<file path="config.mk">
export PLATFORM = sky130hd
export DESIGN_NAME = arth_sequencer
export DESIGN_NICKNAME = d
export VERILOG_FILES = /design/src/rtl/arth_pkg.sv /design/src/rtl/arth_sequencer.sv
export SDC_FILE = /design/constraint.sdc
export NUM_CORES = 1
export LEC_CHECK = 0
export CAP_MARGIN = 20
export CORE_UTILIZATION = 35
export DETAILED_ROUTE_END_ITERATION = 8
export PLACE_DENSITY = 0.79
export SYNTH_ARGS = -nofsm -noshare
export SYNTH_HDL_FRONTEND = slang
export SYNTH_SLANG_ARGS = --single-unit
</file>
<file path="constraint.sdc">
create_clock -name clock -period 1.72 [get_ports clock]
set_input_delay 0.172 -clock clock [delete_from_list [all_inputs] [get_ports clock]]
set_output_delay 0.172 -clock clock [all_outputs]
set_load 0.005 [all_outputs]
</file>
<file path="src/rtl/arth_pkg.sv">
// Shared definitions for the arithmetic datapath sequencer: opcodes, state encoding
// and default widths.
package arth_pkg;

    localparam int DEFAULT_OP_W  = 4;
    localparam int DEFAULT_RES_W = 16;

    localparam logic [1:0] OP_ADD = 2'b00;
    localparam logic [1:0] OP_MUL = 2'b01;

    typedef enum logic [1:0] {
        ST_IDLE  = 2'd0,
        ST_ISSUE = 2'd1,
        ST_WAIT  = 2'd2,
        ST_DONE  = 2'd3
    } seq_state_e;

    function automatic logic op_supported(input logic [1:0] op);
        return (op == OP_ADD) || (op == OP_MUL);
    endfunction

endpackage

</file>
<file path="src/rtl/arth_sequencer.sv">
// Sequences one command at a time through the shared arithmetic datapath and returns its answer.
// Optional macro ARTH_SEQ_OPCOUNT_EN adds a saturating count of successful results on op_count.
module arth_sequencer
    import arth_pkg::*;
#(
    parameter int OP_W       = DEFAULT_OP_W,
    parameter int RES_W      = DEFAULT_RES_W,
    parameter int DP_LATENCY = 2
) (
    input  logic             clock,
    input  logic             reset,
    input  logic             cmd_valid,
    output logic             cmd_ready,
    input  logic [1:0]       cmd_opcode,
    input  logic [OP_W-1:0]  cmd_v1,
    input  logic [OP_W-1:0]  cmd_v2,
    output logic             res_valid,
    input  logic             res_ready,
    output logic [RES_W-1:0] res_data,
    output logic             res_err,
    output logic [OP_W-1:0]  dp_v1,
    output logic [OP_W-1:0]  dp_v2,
    output logic [1:0]       dp_opcode,
    output logic             dp_newop,
    input  logic [RES_W-1:0] dp_ans,
    output logic [1:0]       state_dbg
`ifdef ARTH_SEQ_OPCOUNT_EN
    ,
    output logic [15:0]      op_count
`endif
);

    // Both ports transfer on a clock edge where valid && ready are high; valid,
    // payload and ready are driven from flops and never depend on the other side.
    localparam logic [3:0] LAT = 4'(DP_LATENCY);

    seq_state_e       state_q, state_d;
    logic [3:0]       cnt_q, cnt_d;
    logic             cmd_ready_q, cmd_ready_d;
    logic             res_valid_q, res_valid_d;
    logic             res_err_q, res_err_d;
    logic [RES_W-1:0] res_data_q, res_data_d;
    logic [OP_W-1:0]  dp_v1_q, dp_v1_d;
    logic [OP_W-1:0]  dp_v2_q, dp_v2_d;
    logic [1:0]       dp_opcode_q, dp_opcode_d;
    logic             dp_newop_q, dp_newop_d;

    always_comb begin
        state_d     = state_q;
        cnt_d       = cnt_q;
        cmd_ready_d = cmd_ready_q;
        res_valid_d = res_valid_q;
        res_err_d   = res_err_q;
        res_data_d  = res_data_q;
        dp_v1_d     = dp_v1_q;
        dp_v2_d     = dp_v2_q;
        dp_opcode_d = dp_opcode_q;
        dp_newop_d  = 1'b0;
        case (state_q)
            ST_IDLE: begin
                if (cmd_valid && cmd_ready_q) begin
                    cmd_ready_d = 1'b0;
                    if (op_supported(cmd_opcode)) begin
                        dp_v1_d     = cmd_v1;
                        dp_v2_d     = cmd_v2;
                        dp_opcode_d = cmd_opcode;
                        dp_newop_d  = 1'b1;
                        state_d     = ST_ISSUE;
                    end else begin
                        // Rejected opcodes never reach the datapath registers.
                        res_err_d   = 1'b1;
                        res_data_d  = '0;
                        res_valid_d = 1'b1;
                        state_d     = ST_DONE;
                    end
                end
            end
            ST_ISSUE: begin
                cnt_d   = LAT;
                state_d = ST_WAIT;
            end
            ST_WAIT: begin
                if (cnt_q == 4'd1) begin
                    res_data_d  = dp_ans;
                    res_err_d   = 1'b0;
                    res_valid_d = 1'b1;
                    state_d     = ST_DONE;
                end else begin
                    cnt_d = cnt_q - 4'd1;
                end
            end
            ST_DONE: begin
                if (res_ready) begin
                    res_valid_d = 1'b0;
                    cmd_ready_d = 1'b1;
                    state_d     = ST_IDLE;
                end
            end
            default: state_d = ST_IDLE;
        endcase
    end

    always_ff @(posedge clock) begin
        if (reset) begin
            state_q     <= ST_IDLE;
            cnt_q       <= '0;
            cmd_ready_q <= 1'b1;
            res_valid_q <= 1'b0;
            res_err_q   <= 1'b0;
            res_data_q  <= '0;
            dp_v1_q     <= '0;
            dp_v2_q     <= '0;
            dp_opcode_q <= '0;
            dp_newop_q  <= 1'b0;
        end else begin
            state_q     <= state_d;
            cnt_q       <= cnt_d;
            cmd_ready_q <= cmd_ready_d;
            res_valid_q <= res_valid_d;
            res_err_q   <= res_err_d;
            res_data_q  <= res_data_d;
            dp_v1_q     <= dp_v1_d;
            dp_v2_q     <= dp_v2_d;
            dp_opcode_q <= dp_opcode_d;
            dp_newop_q  <= dp_newop_d;
        end
    end

    assign cmd_ready = cmd_ready_q;
    assign res_valid = res_valid_q;
    assign res_err   = res_err_q;
    assign res_data  = res_data_q;
    assign dp_v1     = dp_v1_q;
    assign dp_v2     = dp_v2_q;
    assign dp_opcode = dp_opcode_q;
    assign dp_newop  = dp_newop_q;
    assign state_dbg = state_q;

`ifdef ARTH_SEQ_OPCOUNT_EN
    logic [15:0] op_count_q, op_count_d;

    // Only successful results count, and the count sticks at all-ones.
    always_comb begin
        op_count_d = op_count_q;
        if (res_valid_q && res_ready && !res_err_q && (op_count_q != 16'hFFFF))
            op_count_d = op_count_q + 16'd1;
    end

    always_ff @(posedge clock) begin
        if (reset) op_count_q <= '0;
        else       op_count_q <= op_count_d;
    end

    assign op_count = op_count_q;
`endif

endmodule
</file>
Word-level counts from Yosys, hierarchy flattened --
Index checks and enable logic that the tools add are counted.
Operators by class: add/subtract/negate cells 1, bitwise gates (word level) 2, muxes and demuxes 22, reductions and logical operators 15, equal/unequal tests 10
Operators with widths (number):
- 16-bit two-way mux | 3
- 16-bit case mux with 2 select lines | 1
- 2-bit inequality test (second input constant) | 5
- 3-bit AND reduction | 3
- 1-bit two-way mux | 8
- 2-bit two-way mux | 4
- 2-bit case mux with 4 select lines | 1
- 4-bit case mux with 2 select lines | 1
- 2-bit nonzero test | 3
- 5-bit AND reduction | 1
- 2-bit by 1-bit equality test with 1-bit output (second input constant) | 2
- 2-bit equality test (second input constant) | 2
- 4-bit by 1-bit equality test with 1-bit output (second input constant) | 1
- 2-bit zero test | 2
- 4-bit two-way mux | 1
- 1-bit case mux with 2 select lines | 2
- 4-bit AND reduction | 1
- 4-bit by 1-bit subtractor with 4-bit output (second input constant) | 1
- 1-bit case mux with 3 select lines | 1
- 3-bit nonzero test | 1
- 3-bit OR reduction | 1
- 1-bit NOT | 2
- 2-bit AND reduction | 1
- 1-bit logical AND | 1
- 1-bit logical OR | 1
Word-level totals: register bits 36, input port bits 30, word-level logic and storage cells 60, output and inout port bits 32

Depth between registers and ports, before layout --
depth after elaboration 5, gate-level depth with buffers 7

Least setup slack after synthesis --
Ideal clock, no wire load.
path type register -> register, from reg cnt_q[0], to reg res_data_q[10], in the netlist res_data[10], data arrival time 1580 ps, cell stages (with the launch flop) 6, setup slack 48 ps, path buffers 1, required time 1628 ps, cells stage by stage dfxtp_1 > ha_1 > or3b_1 > a2111o_1 > buf_6 > o32ai_1
On the way: longest elaborated chain between the ends 3
RTL lines:
- from (decl) | RTL line arth_sequencer.sv:38 | logic [3:0] cnt_q, cnt_d;
- from (signal assigned) | RTL line arth_sequencer.sv:117 | cnt_q <= cnt_d;
- 4-bit by 1-bit equality test with 1-bit output | RTL line arth_sequencer.sv:83 | if (cnt_q == 4'd1) begin
- 2-bit inequality test (no line)
- 4-bit AND reduction (no line)
- to (signal assigned) | RTL line arth_sequencer.sv:121 | res_data_q <= res_data_d;
- to (decl) | RTL line arth_sequencer.sv:42 | logic [RES_W-1:0] res_data_q, res_data_d;
Every way passes these cells. A chain may end at the register's enable or synchronous reset.

Worst setup path after layout --
from reg cnt_q[1], to reg state_q[0], in the netlist state_dbg[0]
On the way: longest elaborated chain between the ends 3
RTL lines:
- 4-bit by 1-bit equality test with 1-bit output | RTL line arth_sequencer.sv:83
- 2-bit inequality test (no line)
- 3-bit AND reduction (no line)
- to (signal assigned) | RTL line arth_sequencer.sv:116 | state_q <= state_d;
- to (decl) | RTL line arth_sequencer.sv:37 | seq_state_e state_q, state_d;
Every way passes these cells.

==> summary.txt <==
Run status
  – Status: complete, no violations

GRT
  – First-pass GRT wire length: 6348 µm
  – Global routing usage on met2: 27.08%
  – M1 GR Usage: 19.23%
  – Vias in the first global route: 1438
  – Pin count of the biggest net entering global routing: 37
  – GRT Total Usage: 16.25%
  – GR Util met3: 4.506%
  – Initial antenna violation count: 0
  – Grt ovf: 0
  – GRT Max-Usage Layer: met2

Finish
  – Area delta synth->final: 56.88%
  – Ratio of cells with drive above 1 in the final layout: 14.90%
  – # nets final: 291
  – Commonest non-fill, non-tap cell in the layout: clkdlybuf4s50_1
  – Commonest non-fill, non-tap cells in the layout: clkdlybuf4s50_1 (61), inv_1 (37), dfxtp_1 (35), nand2_1 (20), o32ai_1 (16)
  – Finished Cell Area: 0.002495 mm²
  – # diodes: 0
  – Fin util: 57.30%

Synth
  – Yosys warnings: 0
  – Area contributors post-synth: dfxtp_1 (45%), inv_1 (9.0%), o32ai_1 (8.8%)
  – Main flop type after synthesis: dfxtp_1
  – Mapped Cells: 181
  – Syn_nets: 218
  – Post-synth top area cell: dfxtp_1
  – Seq/Total Area, Yosys: 45.32%
  – Post-Synthesis Cell Area: 0.001590 mm²
  – Asr flop ratio synth: 0%
  – Post-synth EDFFs: 0
  – Mean cell area of the mapped netlist: 8.786 µm²
  – Number of synthesized register bits: 36
  – Top cell type's share of synthesized area: 45.32%
  – Netlist cell types: 37

Floorplan
  – Die X-Extent: 69.41 µm
  – Rows: 24
  – Die height: 69.41 µm
  – Initial core utilization: 36.52%
  – IO Pins: 62
  – Die area: 0.004817 mm²
  – Core box area: 0.004354 mm²

CTS
  – Post-CTS setup buffers: 0
  – H-tree depth: 2
  – Total CTS buffers: 5
  – CTS tree: built
  – Clock buffer depth: 2
  – Worst-skew pair later-pin latency: 290 ps
  – Clk pin slew, worst setup/hold paths: 80 ps
  – Clock Sinks: 36
  – Root Buffer: clkbuf_8

STA
  – Finish-stage setup viols: 0
  – Final hold vios: 0
  – Max Clk Rate: 0.5981 GHz
  – Final slew viol count: 0
  – Worst setup margin: 48.11 ps
  – RSZ-0062 raised after global routing: true
  – Clock Skew: 8.053 ps
  – Worst Max-Slew Pin Slew: 390.2 ps
  – Relative slew slack: 73.99%
  – Fin crit share: 97.20%
  – Final Critical Period: 1672 ps

Critical path
  – Crit. End Element: flop
  – Setup Crit Path Kind: flop to flop
  – Worst EP arrival: 1880 ps
  – Setup crit start kind: flop
  – Critical Path RT: 1930 ps
  – Critical path fanouts, max: 8

Placed design
  – Placer congestion estimate: 0.8039
  – Post-place instance area: 0.002336 mm²
  – Pre-CTS setup slack: -99.69 ps
  – Post-DP HPWL: 2714 µm
  – I/O Buffers: 61

Route
  – Post-route DRC violation count: 0
  – Vias: 1504
  – Drt initial violations: 89
  – Vias per cell: 4.899
  – Total Wirelength: 3928 µm
  – First-pass DRT Iterations: 4
  – ANT nets after route: 0
  – Wire length per cell: 12.79 µm

Power
  – Leak: 0.9587 nW
  – Pwr/cell area: 1227 mW/mm²
  – Power Total: 0.003060 W
  – Maximum vdd drop: 0.6201 mV

Job
  – Number of max-cap violations: 0

Hold path
  – Hold WC Path Type: input pin to flop
final cells by class:
type	count	area, µm²
Clock inverter	2	10.01
Tap cell	52	65.06
Inverter	38	142.6
Multi-Input combinational cell	96	721.9
Clock buffer	6	82.58
Sequential cell	36	721.9
Fill cell	388	1859
Timing Repair Buffer	77	750.7
worst max-delay path, cell delays in order, from the launching register on:
cell,delay [ps]
dfxtp_2,330
inv_2,60
ha_1,130
or3b_4,390
buf_6,150
a211o_1,330
a211oi_2,200
metal layers:
layer	share of wire [%]	wire, µm
met5	0	0
met4	1.5	59
met2	48	1872
met1	46	1789
met3	5.3	208
kinds of logic after synthesis:
logic type / Yosys count / share of synthesized area, %
muxes: 1 / 0.7081
AOI/OAI and AO/OA: 51 / 24.47
and+or+nand+nor: 37 / 11.57
buffers and inverters: 49 / 12.43
DFF: 36 / 45.32
adders and majority gates: 7 / 5.507
synth_stat cells, types with 2 or more instances:
master and instances:
clkbuf_1 7, buf_2 2, o32ai_1 16, ha_1 7
o21ai_0 3, a31oi_1 2, inv_1 38, nor2b_1 2
dfxtp_1 36, o21ba_2 2, nor2_1 3, nor3_1 2
nand4b_1 2, nor3b_1 2, a21oi_1 14, a211oi_1 3
nand2_1 20
what timing repair did:
item,CTS,global route
setup endpoints to repair,18,19
cloned,1,0
resized for setup,6,10
hold buffers,0,0
pin swaps,2,3
where the power goes:
group	switching, W	internal [W]
Clock	0.000300	0.000320
Combinational	0.000668	0.000729
Sequential	0.0000882	0.000956
state kept, by name, indices dropped and copies added, names as in the netlist:
register   cells
cmd_ready      1
cnt_q          4
dp_newop       1
dp_opcode      2
dp_v1          4
dp_v2          4
res_data      16
res_err        1
res_valid      1
state_dbg      2
path summary, 6_finish.rpt:
check,start,end,slack (ps),depth (start not counted)
setup reg to reg,cnt_q[1],state_dbg[0],50,6
setup / recovery,cnt_q[1],state_dbg[0],50,6
hold reg to reg,dp_v2[2],dp_v2[2],460,2
hold / removal,cmd_v1[1],dp_v1[1],430,3
through the flow:
stage          hold WS [ps]  cells  TNS, ps
6_report              429.8    307        0
5_1_grt               450.8    307   -32.94
4_1_cts               422.0    307   -10.12
3_5_place_dp          446.5    298   -490.1
3_3_place_gp          442.3    298        0
2_1_floorplan         308.0    181        0
Power figures use the tool's default switching activity.
